## src/rtl/uart_pkg.sv

```systemverilog
// uart_pkg: shared types and constants for the memory-mapped UART transmitter.
//   - tx_state_e   : transmit FSM states
//   - *_OFS        : register offsets within the 8-byte window
//   - ST_*_BIT     : STATUS register field positions
// Optional feature macro (used by uart_tx_mmio): UART_TX_PARITY_EN
package uart_pkg;

   typedef enum logic [2:0] {
      ST_IDLE   = 3'd0,
      ST_START  = 3'd1,
      ST_DATA   = 3'd2,
      ST_PARITY = 3'd3,
      ST_STOP   = 3'd4
   } tx_state_e;

   localparam logic [2:0] TXDATA_OFS = 3'd0;
   localparam logic [2:0] STATUS_OFS = 3'd4;

   localparam int unsigned ST_FULL_BIT  = 0;
   localparam int unsigned ST_EMPTY_BIT = 1;
   localparam int unsigned ST_BUSY_BIT  = 2;
   localparam int unsigned ST_OVF_BIT   = 3;
   localparam int unsigned ST_COUNT_LSB = 8;

endpackage

```

## src/rtl/sync_fifo.sv

```systemverilog
// sync_fifo: single-clock FIFO with first-word-fall-through output.
// Ports:
//   clk, reset     : clock, synchronous active-high reset
//   push, din      : write request and data (accepted when not full, or when popping)
//   pop            : read request (ignored when empty)
//   dout           : head entry, valid whenever !empty
//   full, empty    : occupancy flags
//   count          : number of stored entries (0..DEPTH)
module sync_fifo #(
   parameter int unsigned WIDTH = 8,
   parameter int unsigned DEPTH = 16
) (
   input  logic                     clk,
   input  logic                     reset,
   input  logic                     push,
   input  logic [WIDTH-1:0]         din,
   input  logic                     pop,
   output logic [WIDTH-1:0]         dout,
   output logic                     full,
   output logic                     empty,
   output logic [$clog2(DEPTH):0]   count
);

   localparam int unsigned AW = $clog2(DEPTH);
   localparam int unsigned CW = AW + 1;

   logic [WIDTH-1:0] r_mem [DEPTH];
   logic [AW-1:0]    r_wr_ptr;
   logic [AW-1:0]    r_rd_ptr;
   logic [CW-1:0]    r_count;
   logic             w_push_ok;
   logic             w_pop_ok;

   assign empty = (r_count == '0);
   assign full  = (r_count == CW'(DEPTH));
   assign count = r_count;
   assign dout  = r_mem[r_rd_ptr];

   // A push at full is still accepted when the head leaves in the same cycle
   assign w_pop_ok  = pop && !empty;
   assign w_push_ok = push && (!full || w_pop_ok);

   // Storage array, no reset needed
   always_ff @(posedge clk) begin
      if (w_push_ok) begin
         r_mem[r_wr_ptr] <= din;
      end
   end

   // Pointers and occupancy count
   always_ff @(posedge clk) begin
      if (reset) begin
         r_wr_ptr <= '0;
         r_rd_ptr <= '0;
         r_count  <= '0;
      end else begin
         if (w_push_ok) r_wr_ptr <= r_wr_ptr + AW'(1);
         if (w_pop_ok)  r_rd_ptr <= r_rd_ptr + AW'(1);
         case ({w_push_ok, w_pop_ok})
            2'b10:   r_count <= r_count + CW'(1);
            2'b01:   r_count <= r_count - CW'(1);
            default: r_count <= r_count;
         endcase
      end
   end

endmodule

```

## src/rtl/uart_tx_mmio.sv

```systemverilog
// uart_tx_mmio: memory-mapped UART transmitter (8N1, LSB first) with byte FIFO.
// Registers (offset = Mem_WrAddr[2]):
//   0 TXDATA : write pushes Mem_WrData[7:0]; reads 0
//   4 STATUS : {count @ [8+], overflow[3] (W1C), busy[2], empty[1], full[0]}
// Ports:
//   clk, reset        : clock, synchronous active-high reset
//   MemWrite          : CPU store strobe
//   Mem_WrAddr        : CPU data address (reads and writes)
//   Mem_WrData        : CPU store data
//   uart_sel          : combinational window hit
//   uart_rdata        : combinational read data, 0 when not selected
//   tx                : registered serial output, idle high
// Optional feature macro: UART_TX_PARITY_EN adds an even-parity bit (11-bit frame).
module uart_tx_mmio
   import uart_pkg::*;
#(
   parameter logic [31:0] BASE_ADDR    = 32'h0000_2000,
   parameter int unsigned CLKS_PER_BIT = 16,
   parameter int unsigned FIFO_DEPTH   = 16
) (
   input  logic        clk,
   input  logic        reset,
   input  logic        MemWrite,
   input  logic [31:0] Mem_WrAddr,
   input  logic [31:0] Mem_WrData,
   output logic        uart_sel,
   output logic [31:0] uart_rdata,
   output logic        tx
);

   localparam int unsigned BAUD_W  = (CLKS_PER_BIT > 1) ? $clog2(CLKS_PER_BIT) : 1;
   localparam int unsigned COUNT_W = $clog2(FIFO_DEPTH) + 1;

   tx_state_e           r_state, w_state_next;
   logic [BAUD_W-1:0]   r_baud, w_baud_next;
   logic [2:0]          r_idx, w_idx_next;
   logic [7:0]          r_shift, w_shift_next;
   logic                r_tx, w_tx_next;
   logic                r_ovf;
   logic                w_baud_exp;
   logic                w_pop;
   logic                w_push;
   logic                w_ovf_clr;
   logic                w_full, w_empty;
   logic [7:0]          w_dout;
   logic [COUNT_W-1:0]  w_count;
   logic [31:0]         w_status;
   logic                w_is_txdata, w_is_status;
   logic                w_unused;
`ifdef UART_TX_PARITY_EN
   logic                r_par, w_par_next;
`endif

   // Address decode: 8-byte window, word offset in bit 2
   assign uart_sel    = (Mem_WrAddr[31:3] == BASE_ADDR[31:3]);
   assign w_is_txdata = uart_sel && (Mem_WrAddr[2] == TXDATA_OFS[2]);
   assign w_is_status = uart_sel && (Mem_WrAddr[2] == STATUS_OFS[2]);
   assign w_push      = MemWrite && w_is_txdata;
   assign w_ovf_clr   = MemWrite && w_is_status && Mem_WrData[ST_OVF_BIT];
   assign w_unused    = ^{Mem_WrAddr[1:0], Mem_WrData[31:8]};

   sync_fifo #(
      .WIDTH (8),
      .DEPTH (FIFO_DEPTH)
   ) u_fifo (
      .clk   (clk),
      .reset (reset),
      .push  (w_push),
      .din   (Mem_WrData[7:0]),
      .pop   (w_pop),
      .dout  (w_dout),
      .full  (w_full),
      .empty (w_empty),
      .count (w_count)
   );

   // STATUS assembly and read mux
   always_comb begin
      w_status                          = '0;
      w_status[ST_FULL_BIT]             = w_full;
      w_status[ST_EMPTY_BIT]            = w_empty;
      w_status[ST_BUSY_BIT]             = (r_state != ST_IDLE);
      w_status[ST_OVF_BIT]              = r_ovf;
      w_status[ST_COUNT_LSB +: COUNT_W] = w_count;
      uart_rdata                        = w_is_status ? w_status : 32'h0;
   end

   assign w_baud_exp = (r_baud == BAUD_W'(CLKS_PER_BIT - 1));

   // Next-state, datapath and registered-tx logic
   always_comb begin
      w_state_next = r_state;
      w_idx_next   = r_idx;
      w_shift_next = r_shift;
      w_pop        = 1'b0;
      w_tx_next    = 1'b1;
`ifdef UART_TX_PARITY_EN
      w_par_next   = r_par;
`endif
      case (r_state)
         ST_IDLE: begin
            if (!w_empty) begin
               w_pop        = 1'b1;
               w_shift_next = w_dout;
               w_state_next = ST_START;
`ifdef UART_TX_PARITY_EN
               w_par_next   = ^w_dout;
`endif
            end
         end
         ST_START: begin
            if (w_baud_exp) begin
               w_idx_next   = 3'd0;
               w_state_next = ST_DATA;
            end
         end
         ST_DATA: begin
            if (w_baud_exp) begin
               w_shift_next = {1'b0, r_shift[7:1]};
               w_idx_next   = r_idx + 3'd1;
               if (r_idx == 3'd7) begin
`ifdef UART_TX_PARITY_EN
                  w_state_next = ST_PARITY;
`else
                  w_state_next = ST_STOP;
`endif
               end
            end
         end
`ifdef UART_TX_PARITY_EN
         ST_PARITY: begin
            if (w_baud_exp) w_state_next = ST_STOP;
         end
`endif
         ST_STOP: begin
            if (w_baud_exp) w_state_next = ST_IDLE;
         end
         default: w_state_next = ST_IDLE;
      endcase

      // Baud counter restarts on every state entry and on each expiry
      if ((w_state_next != r_state) || w_baud_exp || (r_state == ST_IDLE)) begin
         w_baud_next = '0;
      end else begin
         w_baud_next = r_baud + BAUD_W'(1);
      end

      // tx is driven from the state being entered so it changes with the state
      case (w_state_next)
         ST_START:  w_tx_next = 1'b0;
         ST_DATA:   w_tx_next = w_shift_next[0];
`ifdef UART_TX_PARITY_EN
         ST_PARITY: w_tx_next = w_par_next;
`endif
         default:   w_tx_next = 1'b1;
      endcase
   end

   // State and datapath registers
   always_ff @(posedge clk) begin
      if (reset) begin
         r_state <= ST_IDLE;
         r_baud  <= '0;
         r_idx   <= '0;
         r_shift <= '0;
         r_tx    <= 1'b1;
`ifdef UART_TX_PARITY_EN
         r_par   <= 1'b0;
`endif
      end else begin
         r_state <= w_state_next;
         r_baud  <= w_baud_next;
         r_idx   <= w_idx_next;
         r_shift <= w_shift_next;
         r_tx    <= w_tx_next;
`ifdef UART_TX_PARITY_EN
         r_par   <= w_par_next;
`endif
      end
   end

   // Sticky overflow: set by a dropped push, cleared by W1C on STATUS
   always_ff @(posedge clk) begin
      if (reset) begin
         r_ovf <= 1'b0;
      end else if (w_push && w_full && !w_pop) begin
         r_ovf <= 1'b1;
      end else if (w_ovf_clr) begin
         r_ovf <= 1'b0;
      end
   end

   assign tx = r_tx;

endmodule

```

## config.mk

```make
export PLATFORM = sky130hd
export DESIGN_NAME = uart_tx_mmio
export DESIGN_NICKNAME = d
export VERILOG_FILES = /design/src/rtl/uart_pkg.sv /design/src/rtl/sync_fifo.sv /design/src/rtl/uart_tx_mmio.sv
export SDC_FILE = /design/constraint.sdc
export NUM_CORES = 1
export LEC_CHECK = 0
export CORE_MARGIN = 2
export CORE_UTILIZATION = 50
export DETAILED_ROUTE_END_ITERATION = 6
export MAX_ROUTING_LAYER = met4
export PLACE_DENSITY = 0.74
export SYNTH_ARGS = -nofsm -noshare
export SYNTH_HDL_FRONTEND = slang
export SYNTH_SLANG_ARGS = --single-unit
```

## constraint.sdc

```tcl
create_clock -name clk -period 4.3 [get_ports clk]
set_input_delay 1.29 -clock clk [delete_from_list [all_inputs] [get_ports clk]]
set_output_delay 1.29 -clock clk [all_outputs]
set_load 0.01 [all_outputs]
```

## After elaboration in Yosys (flattened, before gate mapping)

Memories as Yosys holds them, arrays and structs flattened. A register that Yosys moved wholly into a read port is not among the register bits.
Index checks and enable logic that the tools add are counted.

- Bits in registers: 33
- Latch bits: 0
- RAM bits: 128
- ROM bits: 0
- Input bits: 67
- Output and inout port bits: 34
- Logic and storage cells: 81
- Memories: 1

- $add $sub $neg: 6
- Multipliers: 0
- Div/mod/pow operators: 0
- Order comparisons: 0
- Equal/unequal tests: 15
- Shift-type cells: 0
- Multiplexer cells: 23
- Bitwise logic cells: 1
- Reduce and logical (&&, ||, !) cells: 25

Memories:

| memory | depth | bits a word | read ports | clocked after memory_dff | wr ports | line | text |
|---|---|---|---|---|---|---|---|
| u_fifo.r_mem | 16 | 8 | 1 | 1 | 1 | sync_fifo.sv:27 | `logic [WIDTH-1:0] r_mem [DEPTH];` |

Operator list:

| operator | count |
|---|---|
| equality test 29 x 11 -> 1 bit (second input constant) | 1 |
| two-way mux 3 bit | 7 |
| two-way mux 8 bit | 2 |
| case mux 8 bit (2 select lines) | 1 |
| two-way mux 13 bit | 1 |
| adder 4 x 1 -> 4 bit (second input constant) | 3 |
| case mux 3 bit (4 select lines) | 1 |
| case mux 5 bit (2 select lines) | 1 |
| logical AND 1 bit | 9 |
| two-way mux 4 bit | 2 |
| nonzero test 2 bit | 4 |
| equality test 3 x 1 -> 1 bit (second input constant) | 2 |
| equality test 3 x 2 -> 1 bit (second input constant) | 2 |
| equality test 3 bit (second input constant) | 2 |
| two-way mux 1 bit | 6 |
| inequality test 2 bit (second input constant) | 3 |
| case mux 3 bit (2 select lines) | 1 |
| AND reduction 3 bit | 2 |
| adder 5 x 1 -> 5 bit (second input constant) | 1 |
| equality test 5 bit (second input constant) | 1 |
| zero test 5 bit | 1 |
| subtractor 5 x 1 -> 5 bit (second input constant) | 1 |
| equality test 4 bit (second input constant) | 1 |
| adder 3 x 1 -> 3 bit (second input constant) | 1 |
| other kinds (10) | 14 |

## Logic depth before layout (Yosys ltp)

Gate-level depths: netlist of run 1.

- Depth after elaboration: 8
- Depth in mapped cells: 16
- Depth with buffers taken out: 12

## By module

From an unflattened synthesis of run 1, not the netlist that was laid out.

- Cells, all modules: 479
- Area, all modules: 7,155.6 um^2

Modules (own cells, without submodules):

| module | times used | cells each | area each (um^2) | seq. area each (um^2) |
|---|---|---|---|---|
| sync_fifo | 1 | 328 | 5,859.4 | 4,184.0 |
| uart_tx_mmio | 1 | 151 | 1,296.2 | 400.4 |

## Worst setup path after synthesis of run 1

OpenSTA, ideal clock, no wires.

- Path type: in2reg
- Start point: input port Mem_WrAddr[15]
- End point: register u_fifo.r_count[4], in the netlist u_fifo.count[4]
- Library setup time: 121 ps
- Data arrival time: 3,927 ps
- Required time: 4,179 ps
- Path slack: 252 ps
- Stages on the path: 15
- Path buffers: 3
- Cells stage by stage: nor4b_1 and4_1 and4_1 buf_4 inv_2 buf_6 ha_1 clkbuf_1 xor2_1 ha_1 o21a_1 o21ai_0 nand2b_1 a211oi_1 mux2_2

- Cells in the longest elaborated chain, start to end: 6
- Elaborated cells on any way between the ends: 8
- Those cells by class: 3 x eq/ne; 1 x mux; 4 x reduce/logical

RTL lines:

| item | line | text |
|---|---|---|
| start: declaration | uart_tx_mmio.sv:24 | `input logic [31:0] Mem_WrAddr,` |
| equality test 29 x 11 -> 1 bit (*) | uart_tx_mmio.sv:55 | `assign uart_sel = (Mem_WrAddr[31:3] == BASE_ADDR[31:3]);` |
| logical AND 1 bit (*) | uart_tx_mmio.sv:56 | `assign w_is_txdata = uart_sel && (Mem_WrAddr[2] == TXDATA_OFS[2]);` |
| logical AND 1 bit (*) | uart_tx_mmio.sv:58 | `assign w_push = MemWrite && w_is_txdata;` |
| logical AND 1 bit (*) | sync_fifo.sv:41 | `assign w_push_ok = push && (!full \|\| w_pop_ok);` |
| equality test 2 x 1 -> 1 bit or equality test 2 bit (tied branches) | sync_fifo.sv:59 | `case ({w_push_ok, w_pop_ok})` |
| case mux 5 bit (2 select lines) or nonzero test 2 bit (tied branches) | n/a |  |
| end signal: assignment | sync_fifo.sv:60 | `2'b10: r_count <= r_count + CW'(1);` |
| end signal: assignment | sync_fifo.sv:61 | `2'b01: r_count <= r_count - CW'(1);` |
| end signal: assignment | sync_fifo.sv:62 | `default: r_count <= r_count;` |
| end: declaration | sync_fifo.sv:30 | `logic [CW-1:0] r_count;` |

Mark *: on every way between the ends. The rest lies on a longest branch, timed or not.
A chain may end at the register's enable or synchronous reset.

## Final worst setup path of run 1

- Start point: input port Mem_WrAddr[7]
- End point: output port uart_sel

- Cells in the longest elaborated chain, start to end: 1

RTL lines:

| item | line | text |
|---|---|---|
| equality test 29 x 11 -> 1 bit | uart_tx_mmio.sv:55 |  |
| end: declaration | uart_tx_mmio.sv:26 | `output logic uart_sel,` |

Every way passes these cells.

==> out/metrics.cfg, run 1 <==
[cts]
clock_latency_ns = 0.42
cts.htree.levels = 4
cts.clk_slew.worst_paths_ns = 0.06
cts.hold.buffers_added = 0
clk_path_buf_depth = 2
cts_sinks = 165
cts-root-buf = clkbuf_16
cts_tree = yes
numCtsBuffers = 17

[yosys]
synth_largest_area_cell = edfxtp_1
syn_area_per_cell_sq_um = 15.2
synth-xor-area-share = 0.0150
ys_seq_elements = 165
yosys.area_share.adder = 0.0214
ys_top_cells_by_area = edfxtp_1 (55%), dfxtp_1 (11%), mux4_2 (10%)
seq_area_frac_synth = 0.652
netlist.area_leader.share = 0.547
async_reset_ff_frac = 0
synth-simple-area-share = 0.0821
yosysWarnings = 0
synth_edf_count = 128
netlist_area_sq_um = 7030
synth_top_family_by_area = multiplexers
synth_compound_area_frac = 0.0513
ys.flop_type = edfxtp_1
postSynthCellCount = 462
synth_cell_type_count = 49
muxShareOfSynthArea = 0.128

[sta]
holdWs_ns = 0.465
min_period_ns = 4.31
max_slew_margin = 0.377
drv_slew = 0
timing_hold_violations_final = 0
clock_skew_ns = 0.00586
rsz0062_at_grt = yes
fin_ws_ns = -0.00521
fin_crit_sh = 1.00
setup_viol = 3
max_slew.worst_pin.slew_ns = 0.934
clock.fmax_mhz = 232

[route]
ant_nets = 0
routed_wl_mm = 14.6
vias = 4167
drcViolationCount = 0
vias_per_cell = 5.61
wire_per_inst_um = 19.6
wl_met1_mm = 5.95
dr.max_layer_used = met4
drt-pass1-iter-count = 4
met2RoutedLength_mm = 7.55
wl_met3_um = 786
initialDrtViolationCount = 286

[worst_setup_path]
critPathRequiredTime_ns = 3.01
path_class = in -> out
ff2ff_path_depth = 12
end_kind = output port
cp-startpoint = Mem_WrAddr[7]
arrival_ns = 3.02
path_max_fanout = 5
cp-start-kind = input port
worst_r2r_startpoint = u_fifo.count[1]

[grt]
grt.total_usage = 0.209
grt_pass1_wl_mm = 22.1
grt_pass1_vias = 4272
antenna_found_initial = 0
grt_max_degree = 31
grt_overflow = 0

[floorplan]
core_area_sq_um = 13800
ios = 101
start_util = 0.508
die_h_um = 123
die_w_um = 123
dieArea_sq_um = 15000
rows = 43

[final_layout]
syn2layout_area_growth_pct = 22.1
final_util = 0.621
nNetsFinal = 629
diodes = 0
drive_gt1_frac = 0.249
fill_cells = 963

[hold_path]
hold-path-cell-count = 1
hp-class = reg -> reg
worstHoldStart = r_baud[0]

[pwr]
power.switching_mw = 1.03
ir_drop_mv = 0.414
p_clk_frac = 0.361
p_leak_nw = 3.09
p_int_mw = 3.06
power.density_nw_per_um2 = 477
pwr-share-seq = 0.461
pwr-share-comb = 0.178
power.share.switching = 0.253

[outcome]
status = finished with violations
violations = setup timing

[place]
numPortBuffers = 51
place_congestion = 0.835
dp_hpwl_mm = 9.10

[job]
timing.max_cap.violations = 0

-- routing by layer --
metal | vias to the layer above | GRT usage
met5 | - | -
met2 | 137 | 0.355
li1 | 1907 | -
met3 | 25 | 0.0539
met4 | 0 | 0.0819
met1 | 2098 | 0.237
-- power by group through the flow --
stage,clock network [mW],logic (mW),registers (mW)
after CTS,1.50,0.732,1.89
after global routing,1.56,0.809,1.91
after global placement,0,0.700,1.92
final,1.48,0.730,1.89
after floorplan,0,0.626,1.83
after detailed placement,0,0.725,1.92
-- metrics by stage --
stage / setup WS [ns] / area (sq um) / instances / total power, mW / TNS (ns)
5_1_grt: -0.0937 / 8580 / 743 / 4.27 / -0.250
3_5_place_dp: -0.302 / 7760 / 691 / 2.65 / -2.79
3_3_place_gp: -0.238 / 7760 / 691 / 2.62 / -2.09
4_1_cts: -0.157 / 8510 / 740 / 4.12 / -0.685
6_report: -0.00521 / 8580 / 743 / 4.09 / -0.0102
2_1_floorplan: 0.252 / 7110 / 484 / 2.46 / 0
-- registers in the layout (all words and copies together), names as in the netlist, 3 cells and up, named ones only --
name and flops:
u_fifo.r_mem 128, u_fifo.r_wr_ptr 4, r_state 3, r_baud 4
r_idx 3, u_fifo.r_rd_ptr 4, r_shift 8, u_fifo.count 5
-- worst max-delay path, cell delays in order --
cell and delay [ns]:
clkdlybuf4s50_1 0.49, nor4_4 0.32, nand4_1 0.22, nor2_2 0.20, buf_4 0.15, buf_4 0.11
clkdlybuf4s15_1 0.22
-- worst paths after layout --
path	end	slack [ns]
min reg2reg	r_baud[0]	0.47
min	r_baud[0]	0.47
max	uart_sel	-0.005
max reg2reg	u_fifo.count[4]	1.22
-- cell families after synthesis --
logic type,Yosys count
simple gates,105
mux,49
fa+ha+maj,12
other cells,1
buf+inv,63
compound gates,55
flops,165
xor+xnor,12
-- area by class of cell --
type                            count  area (sq um)  area share
Sequential cell                   165          4590       0.534
Clock buffer                       22           484      0.0564
Inverter                           13          48.8     0.00569
Multi-Input combinational cell    256          2280       0.265
Clock inverter                     10           103      0.0120
Tap cell                          180           225      0.0262
Timing Repair Buffer               97           858       0.100
-- cells in the final DEF (no fill, tap or decap), types with 12 or more instances in the layout --
cell and instances:
dlymetal6s2s_1 15, mux4_2 32, o21ai_0 15, dfxtp_1 36, inv_1 12, ha_1 12, edfxtp_1 128, clkdlybuf4s50_1 27
nor2_1 31, buf_4 46, conb_1 23, clkbuf_16 17
-- what timing repair did --
| item | CTS | global route |
|---|---|---|
| setup endpoints to repair | 10 | 11 |
| resized for setup | 16 | 36 |
| pin swaps | 5 | 11 |
| setup buffers | 17 | 3 |
-- synth_stat cells, drive strengths merged, types with 3 or more instances --
master and number:
edfxtp 128, dfxtp 37, nor2 33, mux4 32, buf 31, clkbuf 19, o21ai 15, inv 13
ha 12, nand2 12, nor4 11, a21oi 10, mux2i 10, a22oi 9, and2 9, xor2 8
and3 7, mux2 7, nand3 6, o211ai 6, a211oi 5, nand2b 4, nand4 4, or3 4
xnor2 4, and4 3, nor3b 3
Note: power is estimated with default switching activity, not from simulation.
==> run 2: changes to the inputs <==
--- a/config.mk
+++ b/config.mk
@@ -10,6 +10,7 @@
 export DETAILED_ROUTE_END_ITERATION = 6
 export MAX_ROUTING_LAYER = met4
 export PLACE_DENSITY = 0.74
+export SETUP_SLACK_MARGIN = 0.15
 export SYNTH_ARGS = -nofsm -noshare
 export SYNTH_HDL_FRONTEND = slang
 export SYNTH_SLANG_ARGS = --single-unit
==> run 2 against run 1 <==
Net effect: the run now ends clean; non-clock buffer count is 4 higher; largest cell class unchanged; maximum frequency is 2.4% higher; first-iteration DRC count is 2.4% higher; combinational power hardly changed.
==> out/metrics.cfg, run 2 (same netlist as run 1, synthesis figures left out) <==
[final_layout]
stdcell_count = 747  ; +0.54%
regMostFlops = u_fifo.r_mem
largest_reg_flops = 128  ; unchanged
final_cell_mix = edfxtp_1 (128), buf_4 (48), dfxtp_1 (36)
final_util = 0.620  ; -0.000905
multiInputGateArea_sq_um = 2280  ; +0.38%
diodes = 0  ; unchanged
nNetsFinal = 633  ; +0.64%
final_common_cell = edfxtp_1
seq_area_sq_um = 4590  ; unchanged
drive_gt1_frac = 0.273  ; +0.0247
fill_cells = 976  ; +1.3%
syn2layout_area_growth_pct = 21.9
fin_area_sq_um = 8570  ; -0.15%

[cts]
cts.clk_slew.worst_paths_ns = 0.06  ; about the same
cts_tree = yes
clk_path_buf_depth = 2  ; unchanged
cts.hold.buffers_added = 0  ; unchanged
cts-root-buf = clkbuf_16
cts_sinks = 165  ; unchanged
cts.htree.levels = 4  ; unchanged
numCtsBuffers = 17  ; unchanged
clock_latency_ns = 0.42  ; about the same

[route]
drt-pass1-iter-count = 5  ; +1
drcViolationCount = 0  ; unchanged
initialDrtViolationCount = 293  ; +2.4%
routed_wl_mm = 14.6  ; +0.27%
vias_per_cell = 5.63  ; +0.32%
wire_per_inst_um = 19.5  ; -0.27%
ant_nets = 0  ; unchanged
vias = 4203  ; +0.86%

[sta]
clock.fmax_mhz = 238  ; +2.4%
drv_slew = 0  ; unchanged
max_slew_margin = 0.380  ; +0.00393
min_period_ns = 4.20  ; -0.102 ns
holdWs_ns = 0.465  ; -0.00000500 ns
rsz0062_at_grt = yes
fin_crit_sh = 0.978  ; -0.0237
clock_skew_ns = 0.00603  ; +0.000171 ns
fin_ws_ns = 0.0965  ; +0.102 ns
max_slew.worst_pin.slew_ns = 0.928  ; -0.00589 ns
setup_viol = 0  ; -3
tns_ns = 0  ; +0.0102 ns
timing_hold_violations_final = 0  ; unchanged

[grt]
use_met2 = 0.362  ; +0.00729
grt_busiest_layer = met2
use_met3 = 0.0539  ; unchanged
grt.total_usage = 0.211  ; +0.00209
grt_overflow = 0  ; unchanged
use_met1 = 0.235  ; -0.00126
antenna_found_initial = 0  ; unchanged
grt_max_degree = 31  ; unchanged
grt_pass1_wl_mm = 22.3  ; +0.90%
grt_pass1_vias = 4326  ; +1.3%

[floorplan]
core_area_sq_um = 13800  ; unchanged
die_h_um = 123  ; unchanged
die_w_um = 123  ; unchanged
rows = 43  ; unchanged
dieArea_sq_um = 15000  ; unchanged
ios = 101  ; unchanged
start_util = 0.508  ; unchanged

[pwr]
p_leak_nw = 3.06  ; -1.1%
power.density_nw_per_um2 = 477  ; +0.11%
power_mw = 4.09  ; about the same
ir_drop_mv = 0.414  ; about the same

[worst_setup_path]
cp-start-kind = input port
arrival_ns = 4.56  ; +1.54 ns
path_max_fanout = 2  ; -3
end_kind = flop
path_class = in -> reg
critPathRequiredTime_ns = 4.66  ; +1.65 ns

[job]
timing.max_cap.violations = 0  ; unchanged

[place]
dp_hpwl_mm = 9.10  ; unchanged
numPortBuffers = 51  ; unchanged
place_congestion = 0.835  ; unchanged
placed_cells = 691  ; unchanged
preCtsSetupSlack_ns = -0.302  ; unchanged
place_area_sq_um = 7760  ; unchanged

[hold_path]
hp-class = reg -> reg

[outcome]
status = completed

[run 2: cell types whose count changed in the layout (fill, tap and decap cells not counted), sizes merged]
cell / delta
dlymetal6s2s: -4
clkdlybuf4s50: -7
buf: +15
[run 2: routing by layer]
| layer | routed length, um | part of all wire |
|---|---|---|
| met5 | 0 | 0 |
| met2 | 7730 | 0.53 |
| met1 | 5680 | 0.39 |
| met4 | 268 | 0.018 |
| met3 | 910 | 0.062 |
[run 2: layout make-up]
type	count	share of cell area
multi-input cells	256	0.267
well taps	180	0.0263
clock inverters	10	0.0120
clock buffers	22	0.0565
flip-flops and latches	165	0.535
inverters	13	0.00570
repair buffers	101	0.0977
[run 2: worst max-delay path, stage by stage]
cell	delay, ns
clkbuf_2	0.11
nor4_4	0.30
nand4_1	0.17
buf_4	0.17
buf_4	0.12
buf_4	0.12
buf_4	0.12
buf_4	0.12
buf_4	0.12
buf_4	0.12
buf_4	0.12
buf_4	0.13
buf_4	0.12
buf_4	0.12
buf_4	0.12
buf_4	0.12
buf_6	0.11
buf_4	0.12
buf_4	0.12
buf_4	0.12
buf_4	0.12
o41ai_2	0.29
and3_1	0.19
[run 2: final timing paths]
check / slack, ns / cells past startpoint / from / end
setup reg to reg: 1.22 / 10 / u_fifo.count[1] / u_fifo.count[4]
hold / removal: 0.47 / 1 / r_baud[0] / r_baud[0]
setup / recovery: 0.1 / 23 / Mem_WrAddr[11] / r_ovf
hold reg to reg: 0.47 / 1 / r_baud[0] / r_baud[0]
[run 2: what timing repair did]
action                                  CTS  global route
endpoints found under the setup margin   10            11
setup buffers                            18             6
gates resized for setup                  57            39
pin swaps                                 9            13
[run 2: report_power, final]
group / switching (mW) / internal, mW / total, mW
Sequential: 0.113 / 1.77 / 1.89
Combinational: 0.356 / 0.375 / 0.730
Clock: 0.565 / 0.909 / 1.47
Total: 1.03 / 3.06 / 4.09
==> run 3: changes to the inputs <==
--- a/config.mk
+++ b/config.mk
@@ -5,6 +5,7 @@
 export SDC_FILE = /design/constraint.sdc
 export NUM_CORES = 1
 export LEC_CHECK = 0
+export CAP_MARGIN = 30
 export CORE_MARGIN = 2
 export CORE_UTILIZATION = 50
 export DETAILED_ROUTE_END_ITERATION = 6
==> run 3 against run 2 <==
Net effect: hold slack improved by 0.0015 ns; design area grew 0.23%; sequential power down 2%; cell count rose by 0.13%; largest power group unchanged.
==> out/metrics.cfg, run 3 (same netlist as run 1, synthesis figures left out) <==
[sta]
clock.fmax_mhz = 238  ; about the same
rsz0062_at_grt = yes
max_slew_margin = 0.379  ; -0.00165
drv_slew = 0  ; unchanged
clock_skew_ns = 0.00596  ; -0.0000745 ns
timing_hold_violations_final = 0  ; unchanged
min_period_ns = 4.20  ; -0.00104 ns
fin_crit_sh = 0.977  ; about the same
max_slew.worst_pin.slew_ns = 0.931  ; +0.00247 ns
setup_viol = 0  ; unchanged

[final_layout]
final_cell_mix = edfxtp_1 (128), buf_4 (48), dfxtp_1 (36)
diodes = 0  ; unchanged
multiInputGateArea_sq_um = 2280  ; unchanged
final_common_cell = edfxtp_1
drive_gt1_frac = 0.275  ; +0.00128
syn2layout_area_growth_pct = 22.2
fill_cells = 974  ; -0.20%
largest_reg_flops = 128  ; unchanged
fin_area_sq_um = 8590  ; +0.23%
seq_area_sq_um = 4590  ; unchanged
regMostFlops = u_fifo.r_mem
nNetsFinal = 634  ; +0.16%

[place]
numPortBuffers = 51  ; unchanged
place_area_sq_um = 7760  ; unchanged
place_congestion = 0.835  ; unchanged
dp_hpwl_mm = 9.10  ; unchanged

[cts]
cts.htree.levels = 4  ; unchanged
cts.hold.buffers_added = 0  ; unchanged
cts-root-buf = clkbuf_16
numCtsBuffers = 17  ; unchanged
clock_latency_ns = 0.42  ; about the same
cts.clk_slew.worst_paths_ns = 0.06  ; about the same
cts_sinks = 165  ; unchanged
cts_tree = yes
clk_path_buf_depth = 2  ; unchanged

[worst_setup_path]
worst_r2r_startpoint = u_fifo.count[1]
cp-startpoint = Mem_WrAddr[11]
end_kind = flop
critPathRequiredTime_ns = 4.66  ; about the same
arrival_ns = 4.56  ; about the same
cp-start-kind = input port
path_class = in -> reg
path_max_fanout = 2  ; unchanged

[pwr]
power.density_nw_per_um2 = 478  ; about the same
p_leak_nw = 3.07  ; +0.28%
power_mw = 4.10  ; +0.33%
ir_drop_mv = 0.413  ; -0.26%

[floorplan]
dieArea_sq_um = 15000  ; unchanged
die_h_um = 123  ; unchanged
start_util = 0.508  ; unchanged
rows = 43  ; unchanged
core_area_sq_um = 13800  ; unchanged
die_w_um = 123  ; unchanged
ios = 101  ; unchanged

[grt]
grt_pass1_vias = 4326  ; unchanged
grt_overflow = 0  ; unchanged
antenna_found_initial = 0  ; unchanged
grt_pass1_wl_mm = 22.3  ; unchanged
grt.total_usage = 0.211  ; unchanged
grt_max_degree = 31  ; unchanged

[job]
timing.max_cap.violations = 0  ; unchanged

[hold_path]
hp-class = reg -> reg
worstHoldStart = r_baud[0]

[route]
routed_wl_mm = 14.5  ; -0.32%
vias_per_cell = 5.64  ; +0.15%
initialDrtViolationCount = 298  ; +1.7%
ant_nets = 0  ; unchanged
vias = 4215  ; +0.29%
drcViolationCount = 0  ; unchanged
drt-pass1-iter-count = 5  ; unchanged
wire_per_inst_um = 19.4  ; -0.45%

[outcome]
status = completed

-- run 3: repair_timing --
action | in CTS | in global routing
buffers inserted | 18 | 6
hold endpoints to repair | 0 | 0
gates resized for setup | 57 | 39
pin swaps | 9 | 13
setup endpoints to repair | 10 | 11
-- run 3: final timing paths --
kind                      to  slack (ns)  cells after the start
min reg2reg        r_baud[0]        0.47                      1
max                    r_ovf         0.1                     23
min                r_baud[0]        0.47                      1
max reg2reg  u_fifo.count[4]        1.22                     10
-- run 3: final cells by class --
cell class,count,area share
sequential,165,0.534
clock buffer,22,0.0564
tap,180,0.0262
multi-input combinational,256,0.266
timing repair buffer,102,0.0998
inverter,13,0.00568
clock inverter,10,0.0119
-- run 3: per-stage QoR --
stage,hold WS (ns),worst slack [ns],TNS [ns],std cells,utilization
after floorplan,0.418,0.252,0,484,-
after global placement,0.429,-0.238,-2.09,691,0.561
after detailed placement,0.461,-0.302,-2.79,691,0.561
after CTS,0.469,0.0979,0,741,0.615
after global routing,0.494,0.0248,0,748,0.621
final,0.467,0.0975,0,748,0.621
-- run 3: report_power, final --
| part | total, mW | internal, mW | switching [mW] |
|---|---|---|---|
| sequential | 1.85 | 1.77 | 0.0737 |
| combinational | 0.785 | 0.386 | 0.398 |
| clock | 1.47 | 0.908 | 0.564 |
| total | 4.10 | 3.07 | 1.04 |
-- run 3: metal layers --
layer | global-route usage | up-vias | part of all wire
li1 | - | 1914 | -
met1 | 0.235 | 2113 | 0.39
met2 | 0.362 | 164 | 0.53
met3 | 0.0539 | 24 | 0.064
met4 | 0.0841 | 0 | 0.019
met5 | - | - | 0
-- run 3: worst max-delay path, cell delays in order --
cell and delay (ns):
clkbuf_2 0.11, nor4_4 0.30, nand4_1 0.17, buf_4 0.17, buf_4 0.12, buf_4 0.12
buf_4 0.12, buf_4 0.12, buf_4 0.12, buf_4 0.12, buf_4 0.12, buf_4 0.13
buf_4 0.12, buf_4 0.12, buf_4 0.12, buf_4 0.12, buf_6 0.10, buf_4 0.12
buf_4 0.12, buf_4 0.12, buf_4 0.12, o41ai_2 0.29, and3_1 0.19
